File: src/rtl/sprite_pkg.sv
// Shared types, default palette contents and the collision pair indexing rule.
package sprite_pkg;

  typedef struct packed {
    logic [3:0] r;
    logic [3:0] g;
    logic [3:0] b;
  } rgb_t;

  localparam int DEFAULT_PAL_DEPTH = 16;

  // Colours loaded into the palette whenever the compositor is reset.
  localparam logic [11:0] DEFAULT_PALETTE [DEFAULT_PAL_DEPTH] = '{
    12'h000, 12'hFFF, 12'h833, 12'h7CC, 12'h849, 12'h5A4, 12'h339, 12'hBD7,
    12'h852, 12'h540, 12'hC66, 12'h444, 12'h777, 12'hAF9, 12'h76C, 12'hAAA
  };

  // Reset colour for a palette entry; entries beyond the default table are black.
  function automatic rgb_t default_colour(input int idx);
    if (idx >= 0 && idx < DEFAULT_PAL_DEPTH) begin
      return rgb_t'(DEFAULT_PALETTE[idx]);
    end
    return '0;
  endfunction

  // Bit position of sprite pair (i,j), i<j, in an n-sprite collision vector.
  function automatic int pair_idx(input int i, input int j, input int n);
    return i * n - (i * (i + 1)) / 2 + (j - i - 1);
  endfunction

endpackage

File: src/rtl/sprite_palette.sv
// Writable colour palette: one write port, one registered read port.
// A write and a read of the same entry on the same edge return the old colour.
module sprite_palette
  import sprite_pkg::*;
#(
  parameter int COLR_BITS = 4
) (
  input  logic                 clk,
  input  logic                 rst,
  input  logic                 we_i,
  input  logic [COLR_BITS-1:0] waddr_i,
  input  logic [11:0]          wdata_i,
  input  logic                 rd_en_i,
  input  logic [COLR_BITS-1:0] raddr_i,
  output logic [11:0]          rdata_o
);

  localparam int DEPTH = 2 ** COLR_BITS;

  rgb_t mem_q [DEPTH];
  rgb_t rdata_q;

  // Palette storage: reload defaults on reset, accept one write per clock.
  // NOTE: the array is reset explicitly because the palette must come back to
  // known colours after every reset, so it is built from flops, not a RAM macro.
  always_ff @(posedge clk or posedge rst) begin
    if (rst) begin
      for (int k = 0; k < DEPTH; k++) begin
        mem_q[k] <= default_colour(k);
      end
    end else if (we_i) begin
      // NOTE: non-blocking writes mean a lookup on this same edge still sees
      // the previous colour, which is exactly the read-old behaviour wanted.
      mem_q[waddr_i] <= rgb_t'(wdata_i);
    end
  end

  // Registered lookup; blanked outside active video.
  always_ff @(posedge clk or posedge rst) begin
    if (rst) begin
      rdata_q <= '0;
    end else begin
      rdata_q <= rd_en_i ? mem_q[raddr_i] : '0;
    end
  end

  assign rdata_o = rdata_q;

endmodule

File: src/rtl/sprite_compositor.sv
// Sprite compositor: fixed-priority sprite/background merge, palette lookup
// (2-clock pipeline) and per-frame pairwise sprite collision reporting.
module sprite_compositor
  import sprite_pkg::*;
#(
  parameter  int N_SPR     = 4,
  parameter  int COLR_BITS = 4,
  parameter  int TRANSP    = 0,
  localparam int N_PAIR    = N_SPR * (N_SPR - 1) / 2
) (
  input  logic                       clk,
  input  logic                       rst,
  input  logic                       frame,
  input  logic                       de,
  input  logic [N_SPR-1:0]           spr_drawing,
  input  logic [N_SPR*COLR_BITS-1:0] spr_pix,
  input  logic [COLR_BITS-1:0]       bg_pix,
  input  logic                       pal_we,
  input  logic [COLR_BITS-1:0]       pal_addr,
  input  logic [11:0]                pal_data,
  output logic [11:0]                rgb,
  output logic                       de_out,
  output logic [N_PAIR-1:0]          coll,
  output logic                       coll_valid
);

  logic [N_SPR-1:0]     opaque;
  logic [COLR_BITS-1:0] sel_d, sel_q;
  logic                 de_d1_q, de_d2_q;
  logic [N_PAIR-1:0]    hit;
  logic [N_PAIR-1:0]    acc_d, acc_q;
  logic [N_PAIR-1:0]    coll_d, coll_q;
  logic                 coll_valid_q;

  // A sprite covers the pixel when it is drawing a non-transparent index.
  always_comb begin
    opaque = '0;
    for (int i = 0; i < N_SPR; i++) begin
      opaque[i] = spr_drawing[i] &&
                  (spr_pix[i*COLR_BITS +: COLR_BITS] != COLR_BITS'(TRANSP));
    end
  end

  // Priority mux: lowest-numbered opaque sprite wins, else background in video.
  // NOTE: the default is assigned before the loop so every path drives sel_d
  // and no latch is inferred.
  always_comb begin
    sel_d = de ? bg_pix : '0;
    for (int i = N_SPR - 1; i >= 0; i--) begin
      if (opaque[i]) begin
        sel_d = spr_pix[i*COLR_BITS +: COLR_BITS];
      end
    end
  end

  // Pairwise overlap of opaque sprites during active video; hidden ones count.
  always_comb begin
    hit = '0;
    for (int i = 0; i < N_SPR; i++) begin
      for (int j = i + 1; j < N_SPR; j++) begin
        hit[pair_idx(i, j, N_SPR)] = de && opaque[i] && opaque[j];
      end
    end
  end

  // Frame pulse publishes the finished frame and restarts accumulation with
  // this cycle's hits, which belong to the new frame.
  always_comb begin
    acc_d  = frame ? hit : (acc_q | hit);
    coll_d = frame ? acc_q : coll_q;
  end

  // Pipeline stage 1 plus the display-enable delay line.
  always_ff @(posedge clk or posedge rst) begin
    if (rst) begin
      sel_q   <= '0;
      de_d1_q <= 1'b0;
      de_d2_q <= 1'b0;
    end else begin
      sel_q   <= sel_d;
      de_d1_q <= de;
      de_d2_q <= de_d1_q;
    end
  end

  // Collision accumulator and published result.
  always_ff @(posedge clk or posedge rst) begin
    if (rst) begin
      acc_q        <= '0;
      coll_q       <= '0;
      coll_valid_q <= 1'b0;
    end else begin
      acc_q        <= acc_d;
      coll_q       <= coll_d;
      coll_valid_q <= frame;
    end
  end

  // Stage 2: palette lookup, registered inside the palette.
  sprite_palette #(
    .COLR_BITS (COLR_BITS)
  ) u_palette (
    .clk     (clk),
    .rst     (rst),
    .we_i    (pal_we),
    .waddr_i (pal_addr),
    .wdata_i (pal_data),
    .rd_en_i (de_d1_q),
    .raddr_i (sel_q),
    .rdata_o (rgb)
  );

  assign de_out     = de_d2_q;
  assign coll       = coll_q;
  assign coll_valid = coll_valid_q;

endmodule

File: config.mk
export PLATFORM = sky130hd
export DESIGN_NAME = sprite_compositor
export DESIGN_NICKNAME = d
export VERILOG_FILES = /design/src/rtl/sprite_pkg.sv /design/src/rtl/sprite_palette.sv /design/src/rtl/sprite_compositor.sv
export SDC_FILE = /design/constraint.sdc
export NUM_CORES = 1
export LEC_CHECK = 0
export ABC_CLOCK_PERIOD_IN_PS = 9100
export BUFFER_PORTS_ARGS = -buffer_cell sky130_fd_sc_hd__buf_2
export CAP_MARGIN = 20
export CORE_AREA = 2 2 116 231
export DETAILED_ROUTE_END_ITERATION = 10
export DIE_AREA = 0 0 118 233
export GPL_TIMING_DRIVEN = 0
export MAX_ROUTING_LAYER = met4
export PLACE_DENSITY_LB_ADDON = 0.25
export SKIP_CTS_REPAIR_TIMING = 1
export SYNTH_ARGS = -nofsm -noshare
export SYNTH_HDL_FRONTEND = slang
export SYNTH_SLANG_ARGS = --single-unit
File: constraint.sdc
create_clock -name clk -period 9.1 [get_ports clk]
set_clock_uncertainty 0.1 [all_clocks]
set_input_delay 0.91 -clock clk [delete_from_list [all_inputs] [get_ports clk]]
set_output_delay 0.91 -clock clk [all_outputs]
set_load 0.005 [all_outputs]
==> qor.yml <==
logic_synthesis:
  synth_cell_types: 44
  synth_fa_ha_area_frac: 0
  yosysMostFrequentCell: "mux2_2"
  postSynthCellCount: 626
  ys_top_cells_by_area: "dfrtp_1 (32%), dfstp_2 (24%), mux2_2 (19%), mux4_2 (11%), mux2_4 (4.4%)"
  ys_ff_latch: 223
  netlist_area_mm2: 0.01018
  synth-simple-area-share: 0.02310
  post-synth-top-area-fraction: 0.3170
  yosys_warnings: 0
  synth_xor_area_frac: 0
  ys.flop_type: "dfrtp_1"
  avgSynthCellArea_um2: 16.27
  synth_edf_count: 0
  synth_common_cells: "mux2_2 (168), dfrtp_1 (129), dfstp_2 (94), mux4_2 (48), mux2_4 (30)"
  syn-num-nets: 671
  synth_compound_area_frac: 0.03194
  yosysSeqAreaShare: 0.5595
  synth_top_area_cell: "dfrtp_1"
  synth_async_sr_flop_share: 1.000
  synth_top_family_by_area: "multiplexers"
  synth_mux_area_frac: 0.3577
clock_network:
  cts_num_sinks: 223
  insertion_delay_ns: 0.52
  cts_tree: "built"
  clockRootBuffer: "clkbuf_16"
  max-clock-path-buffers: 3
  h-tree-depth: 1
  clk_pin_slew_ns: 0.07
  cts_made_buffers: 21
grt:
  grt_pass1_vias: 6718
  antenna_found_initial: 0
  grt_use_total: 0.1963
  grt_pass1_wl_um: 39370
  grt_max_degree: 133
  grt.overflow.total: 0
drt:
  via_per_inst: 5.464
  post_drt_wl_per_cell_um: 23.70
  ant_nets: 0
  wirelength_um: 25330
  dr.pass1.iters: 4
  vias: 5841
  drt_iter0_drc: 278
  route.detailed.drc: 0
worst_setup_path:
  r2r_cells: 5
  cp_cell_sequence: "buf_2, buf_2, mux4_2, mux2i_1, o22ai_1"
  critPathMaxFanout: 10
  path_delay_family: "buffers and inverters"
  critPathLaunch: "sel_q[2]"
  r2r_slack_ns: 6.89
  required_ns: 9.32
  crit_path_frequent_cell: "buf_2"
  critPathSlowestCell: "buf_2"
  reg2reg_from: "sel_q[2]"
  max_stage_delay_ns: 0.46
  reg2reg_to: "u_palette.rdata_o[11]"
  worstPathArrival_ns: 2.42
  crit_type: "reg -> reg"
  crit_path_end_kind: "register"
  path_buf_inv: 2
  crit_path_start_kind: "register"
floorplan:
  die_h_um: 233
  io_pins: 65
  start_util: 0.3971
  core_area_mm2: 0.02565
  die_w_um: 118
  design.die.area_mm2: 0.02749
  fp-row-count: 83
power:
  peakVddDrop_mv: 0.1497
  p_per_area_mw_per_mm2: 243.8
  p_total_mw: 2.844
  p_leak_nw: 4.962
min_path:
  hp-class: "in -> async"
layout:
  drive_gt1_frac: 0.6516
  final_nets: 759
  antenna_cells: 0
  area_growth_pct: 14.53
sta:
  fmax_ghz: 0.4531
  relSlewSlack: 0.4395
  fin_crit_sh: 0.2425
  tightest_slew_ns: 0.8408
  setup_tns_ns: 0
  final-hold-violation-count: 0
  slew_viol_final: 0
  fin_crit_ns: 2.207
  setup_viol: 0
  rsz0062_at_grt: "false"
outcome:
  status: "finished, final reports clean"
placement:
  dp_hpwl_um: 18000
  gp_congestion: 0.8571
  portBuffers: 64
run:
  cap_violations: 0
## per-stage QoR
| stage | hold WS, ns | cell area (um2) | util | std cells | setup WS (ns) |
|---|---|---|---|---|---|
| after global routing | 0.4058 | 11660 | 0.4548 | 1069 | 6.823 |
| final | 0.3746 | 11660 | 0.4548 | 1069 | 6.893 |
| after detailed placement | 0.3872 | 10970 | 0.4275 | 1031 | 6.472 |
| after CTS | 0.3959 | 11660 | 0.4548 | 1069 | 6.857 |
| after floorplan | 0.3065 | 10180 | - | 626 | 2.139 |
| after global placement | 0.3816 | 10930 | 0.4261 | 1030 | 0.4130 |
## kinds of logic after synthesis
logic type / after synthesis
AOI/OAI and AO/OA: 40
DFF: 223
muxes: 268
and+or+nand+nor: 42
buffers and inverters: 53
## how the worst max path moves through the flow
stage                     slack [ns]               endpoint  cells past startpoint
after floorplan                 2.14               acc_q[0]                      1
after global placement          0.41   u_palette.rdata_o[5]                      2
after detailed placement        6.47   u_palette.mem_q[119]                      5
after CTS                       6.86   u_palette.rdata_o[2]                      5
after global routing            6.82  u_palette.rdata_o[11]                      5
final                           6.89  u_palette.rdata_o[11]                      5
## where the power goes
part / leakage [nW] / internal [mW] / total, mW / switching (mW)
Clock: 0.344 / 0.526 / 0.900 / 0.374
Sequential: 2.59 / 1.28 / 1.39 / 0.115
Combinational: 2.03 / 0.329 / 0.550 / 0.221
Total: 4.96 / 2.13 / 2.84 / 0.710
## routing by layer
metal,routed length [um],global-route usage
met1,8847,0.1956
met2,14640,0.3766
met4,1075,0.09337
met5,0,-
met3,768,0.02132
## state kept, by name, summed over array words and instances (netlist names)
name	flops
acc_q	6
coll	6
coll_valid	1
de_d1_q	1
de_out	1
sel_q	4
u_palette.mem_q	192
u_palette.rdata_o	12
## worst register-to-register path, delay by kind of cell, from the launching register on
family	cells	cell delay, ns
buffers and inverters	2	0.83
multiplexers	2	0.59
flip-flops	1	0.32
AO/OA/AOI/OAI	1	0.18
## final cells by class
type	count	area [um2]
timing repair buffer	65	347.8
multi-input combinational	350	4204
clock inverter	5	78.83
clock buffer	33	620.6
fill	2310	13990
inverter	9	41.29
sequential	223	5698
tap	340	425.4
buffer	44	249.0
## layout by cell type (no fill, tap or decap), types with 7 or more instances in the layout
master     netlist  routed
mux2i_1         22      22
buf_2           19      83
mux2_2         168     168
mux4_2          48      48
mux2_4          30      30
o22ai_1         16      16
clkbuf_16        0      21
dfrtp_1        129     129
clkbuf_1        14      21
nor2_1          11      11
dfstp_2         94      94
nand2_1          7       7
inv_1            9       8
Power figures use the tool's default switching activity.
